**src/rtl/alu_mdu.sv**
```systemverilog
// Single-cycle ALU plus an iterative multiply/divide unit.
// The sequencer does one shift-add or restoring-divide step per cycle and writes the HI/LO pair.
module alu_mdu #(
  parameter int WIDTH   = 32,
  parameter int SHAMT_W = $clog2(WIDTH)
) (
  input  logic               clk,
  input  logic               rst,
  input  logic [WIDTH-1:0]   Op_A,
  input  logic [WIDTH-1:0]   Op_B,
  input  logic [4:0]         ALUctrl,
  input  logic [SHAMT_W-1:0] Shamt,
  input  logic               Start,
  output logic [WIDTH-1:0]   Alu_Result,
  output logic               Zero,
  output logic               Overflow,
  output logic               Busy,
  output logic               Done,
  output logic [WIDTH-1:0]   Hi,
  output logic [WIDTH-1:0]   Lo
);

  localparam int CNT_W = $clog2(WIDTH);

  typedef enum logic [4:0] {
    OP_AND  = 5'b00000,
    OP_OR   = 5'b00001,
    OP_ADD  = 5'b00010,
    OP_XOR  = 5'b00011,
    OP_SLL  = 5'b00100,
    OP_SUB  = 5'b00110,
    OP_SLT  = 5'b00111,
    OP_SRL  = 5'b01000,
    OP_SRA  = 5'b01001,
    OP_LUI  = 5'b01010,
    OP_SLTU = 5'b01011,
    OP_NOR  = 5'b01100,
    OP_SLLV = 5'b01101,
    OP_MFHI = 5'b01110,
    OP_MFLO = 5'b01111
  } alu_op_e;

  typedef enum logic [1:0] {
    S_IDLE,
    S_RUN,
    S_DONE
  } state_e;

  // ---------------- combinational ALU ----------------
  logic [WIDTH-1:0] sum, diff;

  assign sum  = Op_A + Op_B;
  assign diff = Op_A - Op_B;
  assign Zero = (Op_A == Op_B);

  always_comb begin
    Alu_Result = '0;
    Overflow   = 1'b0;
    case (ALUctrl)
      OP_AND:  Alu_Result = Op_A & Op_B;
      OP_OR:   Alu_Result = Op_A | Op_B;
      OP_XOR:  Alu_Result = Op_A ^ Op_B;
      OP_NOR:  Alu_Result = ~(Op_A | Op_B);
      OP_ADD: begin
        Alu_Result = sum;
        Overflow   = (Op_A[WIDTH-1] == Op_B[WIDTH-1]) && (sum[WIDTH-1] != Op_A[WIDTH-1]);
      end
      OP_SUB: begin
        Alu_Result = diff;
        Overflow   = (Op_A[WIDTH-1] != Op_B[WIDTH-1]) && (diff[WIDTH-1] != Op_A[WIDTH-1]);
      end
      OP_SLT:  Alu_Result = {{(WIDTH-1){1'b0}}, $signed(Op_A) < $signed(Op_B)};
      OP_SLTU: Alu_Result = {{(WIDTH-1){1'b0}}, Op_A < Op_B};
      OP_SLL:  Alu_Result = Op_B << Shamt;
      OP_SRL:  Alu_Result = Op_B >> Shamt;
      OP_SRA:  Alu_Result = $unsigned($signed(Op_B) >>> Shamt);
      OP_SLLV: Alu_Result = Op_B << Op_A[SHAMT_W-1:0];
      OP_LUI:  Alu_Result = Op_B << (WIDTH / 2);
      OP_MFHI: Alu_Result = Hi;
      OP_MFLO: Alu_Result = Lo;
      default: Alu_Result = '0;
    endcase
  end

  // ---------------- mul/div sequencer ----------------
  state_e             state, state_nx;
  logic               load;
  logic               start_ok;
  logic               last;
  logic [CNT_W-1:0]   cnt;
  logic [WIDTH-1:0]   work_hi, work_lo, mcand;
  logic               is_div, neg_hi, neg_lo;

  assign start_ok = Start && (ALUctrl[4:2] == 3'b100);
  assign last     = (cnt == CNT_W'(WIDTH - 1));
  assign Busy     = (state == S_RUN);
  assign Done     = (state == S_DONE);

  always_ff @(posedge clk or posedge rst) begin
    if (rst) state <= S_IDLE;
    else     state <= state_nx;
  end

  always_comb begin
    state_nx = state;
    load     = 1'b0;
    case (state)
      S_IDLE: if (start_ok) begin
        state_nx = S_RUN;
        load     = 1'b1;
      end
      S_RUN:  if (last) state_nx = S_DONE;
      S_DONE: if (start_ok) begin
        state_nx = S_RUN;
        load     = 1'b1;
      end else begin
        state_nx = S_IDLE;
      end
      default: state_nx = S_IDLE;
    endcase
  end

  // Operand magnitudes and result-sign flags captured at launch
  logic               signed_op, a_neg, b_neg, b_zero;
  logic [WIDTH-1:0]   mag_a, mag_b;

  assign signed_op = ~ALUctrl[0];
  assign a_neg     = signed_op & Op_A[WIDTH-1];
  assign b_neg     = signed_op & Op_B[WIDTH-1];
  assign b_zero    = (Op_B == '0);
  assign mag_a     = a_neg ? -Op_A : Op_A;
  assign mag_b     = b_neg ? -Op_B : Op_B;

  // One iteration: work_hi is the product accumulator or partial remainder,
  // work_lo is the multiplier being consumed or the dividend turning into the quotient.
  logic [WIDTH:0]     madd, dtrial;
  logic [WIDTH-1:0]   step_hi, step_lo;

  always_comb begin
    madd   = {1'b0, work_hi} + (work_lo[0] ? {1'b0, mcand} : '0);
    dtrial = {work_hi, work_lo[WIDTH-1]} - {1'b0, mcand};
    if (is_div) begin
      if (!dtrial[WIDTH]) begin
        step_hi = dtrial[WIDTH-1:0];
        step_lo = {work_lo[WIDTH-2:0], 1'b1};
      end else begin
        step_hi = {work_hi[WIDTH-2:0], work_lo[WIDTH-1]};
        step_lo = {work_lo[WIDTH-2:0], 1'b0};
      end
    end else begin
      {step_hi, step_lo} = {madd, work_lo[WIDTH-1:1]};
    end
  end

  logic [2*WIDTH-1:0] prod_neg;
  logic [WIDTH-1:0]   fin_hi, fin_lo;

  assign prod_neg = -{step_hi, step_lo};

  always_comb begin
    if (is_div) begin
      fin_hi = neg_hi ? -step_hi : step_hi;
      fin_lo = neg_lo ? -step_lo : step_lo;
    end else begin
      {fin_hi, fin_lo} = neg_hi ? prod_neg : {step_hi, step_lo};
    end
  end

  // A zero divisor naturally yields quotient all-ones and remainder = |dividend|;
  // suppressing the quotient negation keeps Lo all-ones for signed DIV too.
  always_ff @(posedge clk or posedge rst) begin
    if (rst) begin
      cnt     <= '0;
      work_hi <= '0;
      work_lo <= '0;
      mcand   <= '0;
      is_div  <= 1'b0;
      neg_hi  <= 1'b0;
      neg_lo  <= 1'b0;
      Hi      <= '0;
      Lo      <= '0;
    end else if (load) begin
      cnt     <= '0;
      work_hi <= '0;
      work_lo <= mag_a;
      mcand   <= mag_b;
      is_div  <= ALUctrl[1];
      neg_hi  <= ALUctrl[1] ? a_neg : (a_neg ^ b_neg);
      neg_lo  <= (a_neg ^ b_neg) & ~(ALUctrl[1] & b_zero);
    end else if (state == S_RUN) begin
      cnt     <= cnt + CNT_W'(1);
      work_hi <= step_hi;
      work_lo <= step_lo;
      if (last) begin
        Hi <= fin_hi;
        Lo <= fin_lo;
      end
    end
  end

endmodule

```
**config.mk**
```make
export PLATFORM = sky130hd
export DESIGN_NAME = alu_mdu
export DESIGN_NICKNAME = d
export VERILOG_FILES = /design/src/rtl/alu_mdu.sv
export SDC_FILE = /design/constraint.sdc
export NUM_CORES = 1
export LEC_CHECK = 0
export ABC_CLOCK_PERIOD_IN_PS = 8900
export CORE_ASPECT_RATIO = 1.4
export CORE_MARGIN = 2
export CORE_UTILIZATION = 62
export DETAILED_ROUTE_END_ITERATION = 12
export GPL_ROUTABILITY_DRIVEN = 1
export GPL_TIMING_DRIVEN = 0
export HOLD_SLACK_MARGIN = 0.12
export PLACE_DENSITY = 0.84
export SLEW_MARGIN = 10
export SYNTH_ARGS = -nofsm -noshare
export SYNTH_HDL_FRONTEND = slang
export SYNTH_SLANG_ARGS = --single-unit
export TNS_END_PERCENT = 100
```
**constraint.sdc**
```tcl
create_clock -name clk -period 8.9 [get_ports clk]
set_input_delay 1.78 -clock clk [delete_from_list [all_inputs] [get_ports clk]]
set_output_delay 1.78 -clock clk [all_outputs]
set_load 0.05 [all_outputs]
```
==> results of run 1 <==
[kinds of logic after synthesis]
family,count (synthesis),synth area share (%)
mux,162,8.54
buf+inv,400,6.53
fa+ha+maj,170,9.24
xor+xnor,182,6.83
compound gates,1074,29.6
flops,170,18.2
simple gates,1055,21.1
[layer usage]
layer | GRT overflow | GRT usage (%)
met3 | 0 | 52.3
met5 | 0 | 31.3
met4 | 4 | 65.1
met2 | 2 | 84.9
met1 | 0 | 67.6
[per-stage QoR]
stage / instances / setup TNS (ps)
CTS: 3890 / 0
detailed placement: 3858 / -15730
global placement: 3857 / -13530
floorplan: 3213 / 0
[synth_stat cells, types with 23 or more instances]
cell type | count | area [um2]
a211oi_1 | 37 | 278
a21o_1 | 45 | 338
a21oi_1 | 227 | 1140
a221oi_1 | 49 | 429
a222oi_1 | 26 | 260
a31oi_1 | 35 | 219
and2_1 | 46 | 288
and3_1 | 30 | 188
clkbuf_1 | 216 | 811
dfrtp_1 | 170 | 4250
ha_1 | 166 | 2080
inv_1 | 145 | 544
mux2_2 | 27 | 304
mux2i_1 | 108 | 1080
mux4_2 | 27 | 608
nand2_1 | 388 | 1460
nand2b_1 | 24 | 150
nand3_1 | 93 | 465
nand4_1 | 37 | 231
nor2_1 | 251 | 942
nor3_1 | 58 | 290
nor4_1 | 32 | 200
o211ai_1 | 58 | 435
o21ai_0 | 343 | 1720
o21bai_1 | 23 | 173
o31ai_1 | 29 | 218
or3_1 | 26 | 163
xnor2_1 | 133 | 1160
xor2_1 | 49 | 429
[what timing repair did]
| action | 4_1_cts |
|---|---|
| endpoints found under the setup margin | 27 |
| endpoints found under the hold margin | 0 |
| gates resized for setup | 42 |
| hold buffers | 0 |
==> flow_summary_export.csv, run 1 <==
group,metric,value,unit
synth,synth_edf_count,0,
synth,ys_seq_area_share,18.2,%
synth,synthArstFlopShare,100,%
placed_design,pre_cts_slack,-1280,ps
global_route,grt_pass1_vias,31000,
run_status,stop_stage,"5_1_grt",
global_route,overflow,6,
synth,syn_avg_cell_area,7.26,um2
placed_design,placed_area,25700,um2
global_route,grt_max_degree,110,
synth,ys_seq_elements,170,
clock_network,numCtsBuffers,17,
clock_network,cts_sinks,170,
synth,yosysWarnings,0,
run_status,first-error,"[ERROR GRT-0116] Global routing finished with congestion. Check the congestion regions in the DRC Viewer.",
placed_design,dpl.hpwl,90000,um
synth,synth_flop_cell,"dfrtp_1",
floorplan,rows,84,
clock_network,cts_buffer_depth,2,
global_route,track_usage,67.8,%
synth,ys_types,89,
floorplan,io_pins,177,
clock_network,post_cts_buffers,0,
synth,synthCells,3213,
synth,synth_nets,3460,
floorplan,fp.dieH,234,um
clock_network,clockRootBuffer,"clkbuf_16",
synth,netlist_area,23300,um2
floorplan,start_util,62.6,%
run_status,status,"did not finish",
placed_design,io_buffers,171,
placed_design,gp_congestion,1.55,
floorplan,die_x,168,um
global_route,grt_pass1_wl,199000,um
clock_network,h-tree-depth,4,
==> inputs of run 2 (changes only) <==
--- a/config.mk
+++ b/config.mk
@@ -6,14 +6,12 @@
 export NUM_CORES = 1
 export LEC_CHECK = 0
 export ABC_CLOCK_PERIOD_IN_PS = 8900
-export CORE_ASPECT_RATIO = 1.4
 export CORE_MARGIN = 2
-export CORE_UTILIZATION = 62
+export CORE_UTILIZATION = 40
 export DETAILED_ROUTE_END_ITERATION = 12
 export GPL_ROUTABILITY_DRIVEN = 1
 export GPL_TIMING_DRIVEN = 0
-export HOLD_SLACK_MARGIN = 0.12
-export PLACE_DENSITY = 0.84
+export PLACE_DENSITY_LB_ADDON = 0.15
 export SLEW_MARGIN = 10
 export SYNTH_ARGS = -nofsm -noshare
 export SYNTH_HDL_FRONTEND = slang
==> run 2 against run 1 <==
Effect of this change:
- the flow now finishes, with violations (negative setup slack)
- synthesized cell count did not move
- area after synthesis stayed put
==> flow_summary_export.csv, run 2 <==
group,metric,value,unit
synth,synth_area_leaders,"dfrtp_1, ha_1, o21ai_0",
worst_hold_path,hold_path_class,"reg2reg",
sta,rsz0062_at_grt,"no",
power,p_seq_share,18.0,%
synth,ys_types,89,
final_layout,layout_commonest_cell,"nand2_1",
synth,yosysWarnings,0,
power,power.total,9.06,mW
clock_network,numCtsBuffers,17,
floorplan,die_x,246,um
final_layout,mostFrequentLayoutCells,"nand2_1, o21ai_0, nor2_1, a21oi_1, clkbuf_1",
synth,ys_seq_elements,170,
worst_setup_path,required,7120,ps
synth,synth_nets,3460,
sta,min_period_over_period,101,%
global_route,overflow,0,
placed_design,io_buffers,171,
power,p_switching,5.24,mW
power,internal_power,3.82,mW
detailed_routing,num_vias,28500,
global_route,grt_max_degree,120,
final_layout,nFillCells,5875,
sta,fin_skew,17.4,ps
final_layout,fin_nets,3652,
clock_network,clockRootBuffer,"clkbuf_16",
global_route,grt_pass1_wl,195000,um
placed_design,dp.cells,4150,
synth,syn_avg_cell_area,7.26,um2
placed_design,gp_congestion,1.14,
floorplan,die_area,60300,um2
sta,fin_crit,9000,ps
floorplan,io_pins,177,
clock_network,cts_buffer_depth,2,
final_layout,drive_gt1_share,6.76,%
final_layout,syn_to_final_growth,15.6,%
sta,worst_pin_slew,1290,ps
clock_network,clk_latency,470,ps
global_route,grt_pass1_vias,26800,
worst_setup_path,cpPeakStageDelay,760,ps
worst_setup_path,worst-setup-path-type,"in2out",
synth,synth_edf_count,0,
sta,drv_slew,0,
detailed_routing,drc_errors,0,
clock_network,cts_tree,"built",
global_route,antenna_found_initial,8,
worst_setup_path,cp_slowest_cell,"clkdlybuf4s50_1",
power,powerDensity,336,nW/um2
global_route,track_usage,45.0,%
detailed_routing,ant_nets,0,
run_status,status,"finished with violations",
detailed_routing,avgViaCountPerCell,6.81,
clock_network,h-tree-depth,4,
run_status,violations,"negative setup slack",
power,pwr-share-clk,8.5,%
sta,fmax,0.111,GHz
detailed_routing,wl_per_cell,33.1,um
detailed_routing,wl,139000,um
clock_network,cts_sinks,170,
sta,hold_viol,0,
worst_setup_path,arrival,7220,ps
synth,synth_top_area_share,18.2,%
floorplan,core,57700,um2
placed_design,dpl.hpwl,112000,um
synth,yosys.area.top_type,"dfrtp_1",
power,switching_share,57.9,%
detailed_routing,drt_first_pass_iters,7,
sta,fin_ws,-101,ps
synth,ys_seq_area_share,18.2,%
synth,synth_flop_cell,"dfrtp_1",
sta,setup-violations-final,3,
synth,post-synth-top-count-cell,"nand2_1",
power,p_leak,11.1,nW
synth,synthArstFlopShare,100,%
power,ir_drop,0.261,mV
clock_network,path_clk_slew,70,ps
sta,timing.slew.headroom,13.2,%
floorplan,fp.dieH,246,um
final_layout,fin_cells,4188,
power,combPwrFrac,73.5,%
floorplan,rows,88,
detailed_routing,drtIter0Drc,3944,
floorplan,start_util,40.5,%
synth,synthCells,3213,
synth,yosys-top-cells-count,"nand2_1, o21ai_0, nor2_1",
job,max_cap_viol_count,0,
synth,netlist_area,23300,um2
worst_setup_path,critPathCaptureType,"output pin",
worst_setup_path,cp_max_fo,10,
worst_setup_path,crit_path_start_kind,"input port",
worst_setup_path,path_cells,"clkdlybuf4s50_1 > clkbuf_2 > inv_1 > ha_1 > clkbuf_1 > nand3_1 > o31ai_4 > nor3b_1 > nor2_1 > a21oi_1 > a21oi_1 > a22o_1 > o21ai_1 > nand3_1 > dlygate4sd2_1",
## run 2: cell counts after synthesis
No cell type changed its count.
## run 2: power by group through the flow
stage               Clock [mW]  Combinational [mW]  Sequential, mW
finish                   0.771                6.66            1.63
global route             0.800                7.14            1.62
CTS                      0.768                6.45            1.57
detailed placement           0                6.41            1.58
global placement             0                6.30            1.58
floorplan                    0                4.33            1.55
## run 2: critical path: cells and delay by family
| family | cells | cell delay [ps] |
|---|---|---|
| AO/OA/AOI/OAI | 5 | 1550 |
| adder cells (fa/ha/maj) | 1 | 390 |
| buffers and inverters | 5 | 2390 |
| AND/OR/NAND/NOR | 4 | 1100 |
## run 2: final timing paths
kind | startpoint | to | slack [ps] | cells past startpoint
min | cnt[2] | cnt[2] | 530 | 1
max in group asynchronous | rst | work_lo[11] | 6240 | 3
max | Op_B[15] | Alu_Result[27] | -100 | 15
min in group asynchronous | rst | mcand[16] | 1710 | 2
max reg2reg | is_div | Hi[26] | 620 | 17
min reg2reg | cnt[2] | cnt[2] | 530 | 1
## run 2: per-layer routing
| metal | global-route usage (%) | share of wire, % |
|---|---|---|
| met5 | 0 | 0.055 |
| met2 | 67.3 | 42 |
| met3 | 9.42 | 11 |
| met1 | 57.3 | 38 |
| met4 | 32.3 | 8.5 |
## run 2: kinds of logic (layout without fill, tap and decap cells)
family | Yosys count | after routing | synth area share [%]
buf+inv | 400 | 605 | 6.53
flops | 170 | 170 | 18.2
simple gates | 1055 | 1055 | 21.1
compound gates | 1074 | 1074 | 29.6
mux | 162 | 162 | 8.54
fa+ha+maj | 170 | 170 | 9.24
xor+xnor | 182 | 182 | 6.83
other cells | 0 | 5 | 0
## run 2: timing repair
item                                    in CTS  in global routing
cloned                                       0                  0
gates resized for setup                    103                 35
endpoints found under the setup margin      31                 19
setup buffers                                3                  4
pin swaps                                    1                  0
hold buffers                                 0                  0
## run 2: final cells by class
cell class	instances	area [um2]	area share, %
Inverter	148	567	2.10
Clock inverter	13	146	0.543
Clock buffer	19	443	1.64
Tap cell	765	957	3.55
Antenna cell	5	12.5	0.0464
Multi-Input combinational cell	2643	17800	66.0
Timing Repair Buffer	179	1780	6.59
Buffer	246	1010	3.75
Sequential cell	170	4250	15.8
## run 2: stage by stage
stage	worst slack [ps]	instance area, um2	setup TNS [ps]	utilization, %	hold slack (ps)
after floorplan	795	23300	0	-	463
after global placement	-2430	26000	-40630	45.1	493
after detailed placement	-2310	26100	-38070	45.2	505
after CTS	0.314	26900	0	46.6	517
after global routing	2.17	27000	0	46.7	545
final	-101	27000	-194	46.8	533
Note: power is estimated with default switching activity, not from simulation.
